[src/rtl/lsu_dcache_master.sv]
// ============================================================================
//  Module   : lsu_dcache_master
//  Brief    : LSU back end. Takes one execute-stage memory request at a time,
//             checks natural alignment, issues an 8-byte-aligned dcache
//             command with byte strobes and returns extended load data.
//  Revision : 1.0 - initial release
// ============================================================================
`default_nettype none

module lsu_dcache_master #(
  parameter int RSP_TIMEOUT = 255
) (
  input  logic        clk,
  input  logic        reset,
  input  logic        req_valid,
  output logic        req_ready,
  input  logic        req_wen,
  input  logic [63:0] req_addr,
  input  logic [63:0] req_wdata,
  input  logic [1:0]  req_size,
  input  logic        req_unsigned,
  output logic        dcache_cmd_valid,
  input  logic        dcache_cmd_ready,
  output logic [63:0] dcache_cmd_payload_addr,
  output logic        dcache_cmd_payload_wen,
  output logic [63:0] dcache_cmd_payload_wdata,
  output logic [7:0]  dcache_cmd_payload_wstrb,
  output logic [2:0]  dcache_cmd_payload_size,
  input  logic        dcache_rsp_valid,
  input  logic [63:0] dcache_rsp_payload_data,
  output logic        done_valid,
  output logic [63:0] done_data,
  output logic [1:0]  done_err
);

  // Counter only needs to reach RSP_TIMEOUT-1; keep at least one bit.
  localparam int                 c_CNT_W      = (RSP_TIMEOUT > 1) ? $clog2(RSP_TIMEOUT) : 1;
  localparam logic [c_CNT_W-1:0] c_CNT_LAST   = c_CNT_W'((RSP_TIMEOUT > 0) ? RSP_TIMEOUT - 1 : 0);
  localparam bit                 c_TIMEOUT_EN = (RSP_TIMEOUT != 0);

  localparam logic [1:0] c_ERR_OK       = 2'd0;
  localparam logic [1:0] c_ERR_MISALIGN = 2'd1;
  localparam logic [1:0] c_ERR_TIMEOUT  = 2'd2;

  typedef enum logic [1:0] {
    S_IDLE     = 2'd0,
    S_CMD      = 2'd1,
    S_WAIT_RSP = 2'd2
  } state_t;

  state_t             r_state;
  logic [c_CNT_W-1:0] r_cnt;
  logic               r_wen;
  logic [2:0]         r_off;
  logic [1:0]         r_size;
  logic               r_unsigned;

  logic               r_req_ready;
  logic               r_cmd_valid;
  logic [63:0]        r_cmd_addr;
  logic               r_cmd_wen;
  logic [63:0]        r_cmd_wdata;
  logic [7:0]         r_cmd_wstrb;
  logic [2:0]         r_cmd_size;
  logic               r_done_valid;
  logic [63:0]        r_done_data;
  logic [1:0]         r_done_err;

  logic               w_misaligned;
  logic [7:0]         w_strb_base;
  logic [7:0]         w_cmd_wstrb;
  logic [63:0]        w_cmd_wdata;
  logic [63:0]        w_rsp_shift;
  logic [63:0]        w_load_data;

  // Alignment check and lane placement of the incoming request.
  always_comb begin
    w_misaligned = 1'b0;
    w_strb_base  = 8'h01;
    case (req_size)
      2'd0: begin w_misaligned = 1'b0;              w_strb_base = 8'h01; end
      2'd1: begin w_misaligned = req_addr[0];       w_strb_base = 8'h03; end
      2'd2: begin w_misaligned = |req_addr[1:0];    w_strb_base = 8'h0F; end
      default: begin w_misaligned = |req_addr[2:0]; w_strb_base = 8'hFF; end
    endcase
    w_cmd_wstrb = w_strb_base << req_addr[2:0];
    w_cmd_wdata = req_wdata << {req_addr[2:0], 3'b000};
  end

  // Extract the addressed bytes from the aligned response and extend them.
  always_comb begin
    w_rsp_shift = dcache_rsp_payload_data >> {r_off, 3'b000};
    w_load_data = w_rsp_shift;
    case (r_size)
      2'd0: w_load_data = r_unsigned ? {56'd0, w_rsp_shift[7:0]}
                                     : {{56{w_rsp_shift[7]}}, w_rsp_shift[7:0]};
      2'd1: w_load_data = r_unsigned ? {48'd0, w_rsp_shift[15:0]}
                                     : {{48{w_rsp_shift[15]}}, w_rsp_shift[15:0]};
      2'd2: w_load_data = r_unsigned ? {32'd0, w_rsp_shift[31:0]}
                                     : {{32{w_rsp_shift[31]}}, w_rsp_shift[31:0]};
      default: w_load_data = w_rsp_shift;
    endcase
  end

  // Request FSM with registered handshake, command and completion outputs.
  always_ff @(posedge clk or negedge reset) begin
    if (!reset) begin
      r_state      <= S_IDLE;
      r_cnt        <= '0;
      r_wen        <= 1'b0;
      r_off        <= 3'd0;
      r_size       <= 2'd0;
      r_unsigned   <= 1'b0;
      r_req_ready  <= 1'b1;
      r_cmd_valid  <= 1'b0;
      r_cmd_addr   <= 64'd0;
      r_cmd_wen    <= 1'b0;
      r_cmd_wdata  <= 64'd0;
      r_cmd_wstrb  <= 8'd0;
      r_cmd_size   <= 3'd0;
      r_done_valid <= 1'b0;
      r_done_data  <= 64'd0;
      r_done_err   <= c_ERR_OK;
    end else begin
      r_done_valid <= 1'b0;
      case (r_state)
        S_IDLE: begin
          if (req_valid) begin
            if (w_misaligned) begin
              // Rejected without touching the dcache; stay ready.
              r_done_valid <= 1'b1;
              r_done_err   <= c_ERR_MISALIGN;
              r_done_data  <= 64'd0;
            end else begin
              r_wen       <= req_wen;
              r_off       <= req_addr[2:0];
              r_size      <= req_size;
              r_unsigned  <= req_unsigned;
              r_cmd_valid <= 1'b1;
              r_cmd_addr  <= {req_addr[63:3], 3'b000};
              r_cmd_wen   <= req_wen;
              r_cmd_wdata <= w_cmd_wdata;
              r_cmd_wstrb <= w_cmd_wstrb;
              r_cmd_size  <= {1'b0, req_size};
              r_req_ready <= 1'b0;
              r_state     <= S_CMD;
            end
          end
        end
        S_CMD: begin
          if (dcache_cmd_ready) begin
            r_cmd_valid <= 1'b0;
            if (r_wen) begin
              // Stores finish on the handshake; no write response exists.
              r_done_valid <= 1'b1;
              r_done_err   <= c_ERR_OK;
              r_done_data  <= 64'd0;
              r_req_ready  <= 1'b1;
              r_state      <= S_IDLE;
            end else begin
              r_cnt   <= '0;
              r_state <= S_WAIT_RSP;
            end
          end
        end
        S_WAIT_RSP: begin
          if (dcache_rsp_valid) begin
            r_done_valid <= 1'b1;
            r_done_err   <= c_ERR_OK;
            r_done_data  <= w_load_data;
            r_req_ready  <= 1'b1;
            r_state      <= S_IDLE;
          end else if (c_TIMEOUT_EN && (r_cnt == c_CNT_LAST)) begin
            r_done_valid <= 1'b1;
            r_done_err   <= c_ERR_TIMEOUT;
            r_done_data  <= 64'd0;
            r_req_ready  <= 1'b1;
            r_state      <= S_IDLE;
          end else begin
            r_cnt <= r_cnt + 1'b1;
          end
        end
        default: begin
          r_req_ready <= 1'b1;
          r_cmd_valid <= 1'b0;
          r_state     <= S_IDLE;
        end
      endcase
    end
  end

  assign req_ready                = r_req_ready;
  assign dcache_cmd_valid         = r_cmd_valid;
  assign dcache_cmd_payload_addr  = r_cmd_addr;
  assign dcache_cmd_payload_wen   = r_cmd_wen;
  assign dcache_cmd_payload_wdata = r_cmd_wdata;
  assign dcache_cmd_payload_wstrb = r_cmd_wstrb;
  assign dcache_cmd_payload_size  = r_cmd_size;
  assign done_valid               = r_done_valid;
  assign done_data                = r_done_data;
  assign done_err                 = r_done_err;

endmodule

`default_nettype wire
[config.mk]
export PLATFORM = sky130hd
export DESIGN_NAME = lsu_dcache_master
export DESIGN_NICKNAME = d
export VERILOG_FILES = /design/src/rtl/lsu_dcache_master.sv
export SDC_FILE = /design/constraint.sdc
export NUM_CORES = 1
export LEC_CHECK = 0
export BUFFER_PORTS_ARGS = -buffer_cell sky130_fd_sc_hd__buf_2
export CAP_MARGIN = 20
export CORE_AREA = 2 2 160 162
export DETAILED_ROUTE_END_ITERATION = 8
export DIE_AREA = 0 0 162 164
export PLACE_DENSITY = 0.77
export SYNTH_ARGS = -nofsm -noshare
export SYNTH_HDL_FRONTEND = slang
export SYNTH_SLANG_ARGS = --single-unit
[constraint.sdc]
create_clock -name clk -period 3.7 [get_ports clk]
set_clock_uncertainty 0.2 [all_clocks]
set_input_delay 0.185 -clock clk [delete_from_list [all_inputs] [get_ports clk]]
set_output_delay 0.185 -clock clk [all_outputs]
set_load 0.01 [all_outputs]
==> flow_metrics.tcl <==
set metrics [dict create \
    final_cell_mix "buf_2, dfrtp_1, nand2_1" \
    maxSlewHeadroom_pct 42.41 \
    synthArstFlopShare_pct 100.0 \
    fmax_mhz 293.0 \
    p_clk_share_pct 21.8 \
    final_common_cell "buf_2" \
    critPathBufInv 5 \
    finalCritPeriodShare_pct 92.25 \
    ir_drop_mv 0.5149 \
    place_area_mm2 0.01418 \
    cts_hold_buf 137 \
    p_switching_w 0.004836 \
    numCtsBuffers 25 \
    seqPwrFrac_pct 33.3 \
    cts.sinks 219 \
    drv_slew 0 \
    num_rows 58 \
    worst_pin_slew_ns 0.8639 \
    avgSynthCellArea_um2 10.40 \
    seq_area_frac_synth_pct 46.09 \
    synth_edf_count 0 \
    clk_latency_ns 0.52 \
    dp_cells 1814 \
    ys_types 63 \
    crit_top_cell "dlygate4sd3_1" \
    numPortBuffers 405 \
    hold_viol 0 \
    dieWidth_um 162 \
    clkTransAtPathRegs_ns 0.06 \
    cp.required_ns 3.90 \
    synth_cells 1144 \
    drcViolationCount 0 \
    setup_viol 0 \
    layoutNonFillerInstCount 2003 \
    cellLeakagePower_nw 8.194 \
    vias_per_cell 5.852 \
    ant_nets 0 \
    setup_slack_ns 0.2866 \
    reg2reg_slack_ns 0.73 \
    gp_congestion 0.9518 \
    use_met1_pct 35.96 \
    path_class "in2reg" \
    vias 11720 \
    cp-start-kind "input port" \
    use_met2_pct 57.21 \
    drive_gt1_share_pct 37.29 \
    grt_remaining_overflow 0 \
    met3_usage_pct 7.348 \
    h-tree-depth 1 \
    tns_ns 0 \
    crit_path_cell_trace "dlygate4sd3_1 -> buf_4 -> buf_4 -> mux2i_1 -> dlygate4sd3_1 -> nand2_1 -> a32oi_1 -> dlygate4sd3_1 -> o21ai_0" \
    p_int_w 0.007271 \
    start_util_pct 47.92 \
    dp_hpwl_um 30740 \
    clk_path_buf_depth 3 \
    cts_tree "built" \
    power_frac_comb_pct 44.9 \
    drt_iter0_drc 1144 \
    synth-seq-cells 219 \
    wirelength_um 44590 \
    power_density_mw_per_mm2 736.3 \
    core_area_mm2 0.02482 \
    cts-root-buf "clkbuf_16" \
    syn_to_final_growth_pct 38.25 \
    crit_fanout 37 \
    min_path_type "in2reg" \
    slowest_stage "buf_4" \
    power.share.switching_pct 39.94 \
    grt_pass1_vias 11980 \
    grt_antenna_before_repair 6 \
    crit_arrival_ns 3.61 \
    grt_pass1_wl_um 66770 \
    ys.flop_type "dfrtp_1" \
    top_usage_layer "met2" \
    rsz0062_at_grt "false" \
    cts_setup_buffers 0 \
    ys_warn_count 0 \
    dp_worst_setup_slack_ns 0.7812 \
    die_y_um 164 \
    grt_usage_pct 32.52 \
    fin_nets 1856 \
    io_pins 410 \
    postCtsResizedCells 0 \
    die_area_mm2 0.02657 \
    grt_max_degree 105 \
    max_stage_delay_ns 0.61 \
    crit_family "buffers and inverters" \
    status "finished, final reports clean" \
    crit_path_end_kind "flip-flop" \
    min_period_ns 3.413 \
    firstDrtPassIters 5 \
    maxCapViolations 0 \
    final_cell_area_mm2 0.01644 \
    drt-wirelength-per-cell_um 22.26 \
    netlist_area_mm2 0.01189 \
]
area by class of cell:
cell class | count | area [µm²]
flip-flops and latches | 219 | 5484
diodes | 5 | 12.51
fillers | 1916 | 8376
clock buffers | 38 | 754.5
repair buffers | 572 | 3671
clock inverters | 8 | 121.4
well taps | 330 | 412.9
multi-input cells | 819 | 5942
inverters | 12 | 45.04
cells in the mapped netlist, drive strengths merged (3+ instances only):
library cell / count / area share (%)
o31ai: 29 / 1.9
nand2: 168 / 5.3
a22oi: 5 / 0.32
buf: 48 / 2.3
nand4: 3 / 0.16
a31o: 8 / 0.59
a211oi: 8 / 0.50
dfrtp: 218 / 46
mux2: 90 / 8.5
a32oi: 7 / 0.52
mux4: 17 / 3.2
ha: 6 / 0.63
nand2b: 3 / 0.16
or4: 7 / 0.44
a21o: 4 / 0.25
nand3b: 4 / 0.25
a22o: 34 / 2.5
nor2b: 7 / 0.37
clkbuf: 49 / 1.5
xnor2: 5 / 0.37
inv: 10 / 0.32
a2111oi: 4 / 0.29
and4: 3 / 0.22
o211ai: 3 / 0.19
o22ai: 15 / 0.79
mux2i: 108 / 9.1
a32o: 7 / 0.59
o21a: 8 / 0.50
o2bb2ai: 6 / 0.44
nor2: 57 / 1.8
o21ai: 88 / 4.3
nor3: 4 / 0.17
a21oi: 55 / 2.3
nand3: 22 / 0.93
a31oi: 8 / 0.42
power groups by stage:
stage                     Combinational [W]  Sequential, W  Clock, W
final                               0.00543        0.00404   0.00264
after global routing                0.00584        0.00413   0.00278
after CTS                           0.00534        0.00399   0.00267
after detailed placement            0.00519        0.00400         0
after global placement              0.00509        0.00397         0
after floorplan                     0.00295        0.00423         0
kinds of logic after synthesis:
kind of cell | share of synthesized area, %
other | 0.03153
and+or+nand+nor | 10.60
DFF | 46.09
xor gates and xnor gates | 0.3682
muxes | 20.83
adders and majority gates | 0.6312
AOI/OAI and AO/OA | 17.26
buffers and inverters | 4.187
registers in the layout (all words and copies together), names as in the netlist:
name	flops
done_valid	1
r_unsigned	1
dcache_cmd_payload_size	2
done_data	64
done_err	2
r_cnt	8
dcache_cmd_payload_wen	1
r_state	2
r_off	3
dcache_cmd_valid	1
req_ready	1
dcache_cmd_payload_addr	61
dcache_cmd_payload_wstrb	8
dcache_cmd_payload_wdata	64
layer usage:
metal | routed length [µm] | up-vias
li1 | - | 5189
met1 | 15630 | 5674
met2 | 22240 | 671
met3 | 3820 | 182
met4 | 2874 | 6
met5 | 34 | -
metrics by stage:
step	total power (W)	util, %	hold slack, ns
after floorplan	0.007179	-	-0.3106
after global placement	0.009060	57.13	0.08165
after detailed placement	0.009199	57.13	0.08902
after CTS	0.01200	66.18	0.003514
after global routing	0.01275	66.23	0.01778
final	0.01211	66.25	0.008563
path summary, 6_finish.rpt:
| path | startpoint | to | cells after the start |
|---|---|---|---|
| min in group asynchronous | reset | done_err[1] | 2 |
| min | req_wdata[36] | dcache_cmd_payload_wdata[60] | 5 |
| max in group asynchronous | reset | done_data[40] | 3 |
| max reg2reg | r_off[0] | done_data[41] | 6 |
| max | req_addr[0] | dcache_cmd_payload_wdata[37] | 9 |
| min reg2reg | dcache_cmd_payload_wstrb[0] | dcache_cmd_payload_wstrb[0] | 1 |
worst reg2reg max path, cell delays in order, from the launching register on:
cell	delay [ns]
dfrtp_2	0.77
mux2i_1	0.23
mux4_2	0.55
nor4_4	0.48
o31ai_4	0.14
buf_4	0.27
o21ai_0	0.25
(Power assumes the default switching activity.)
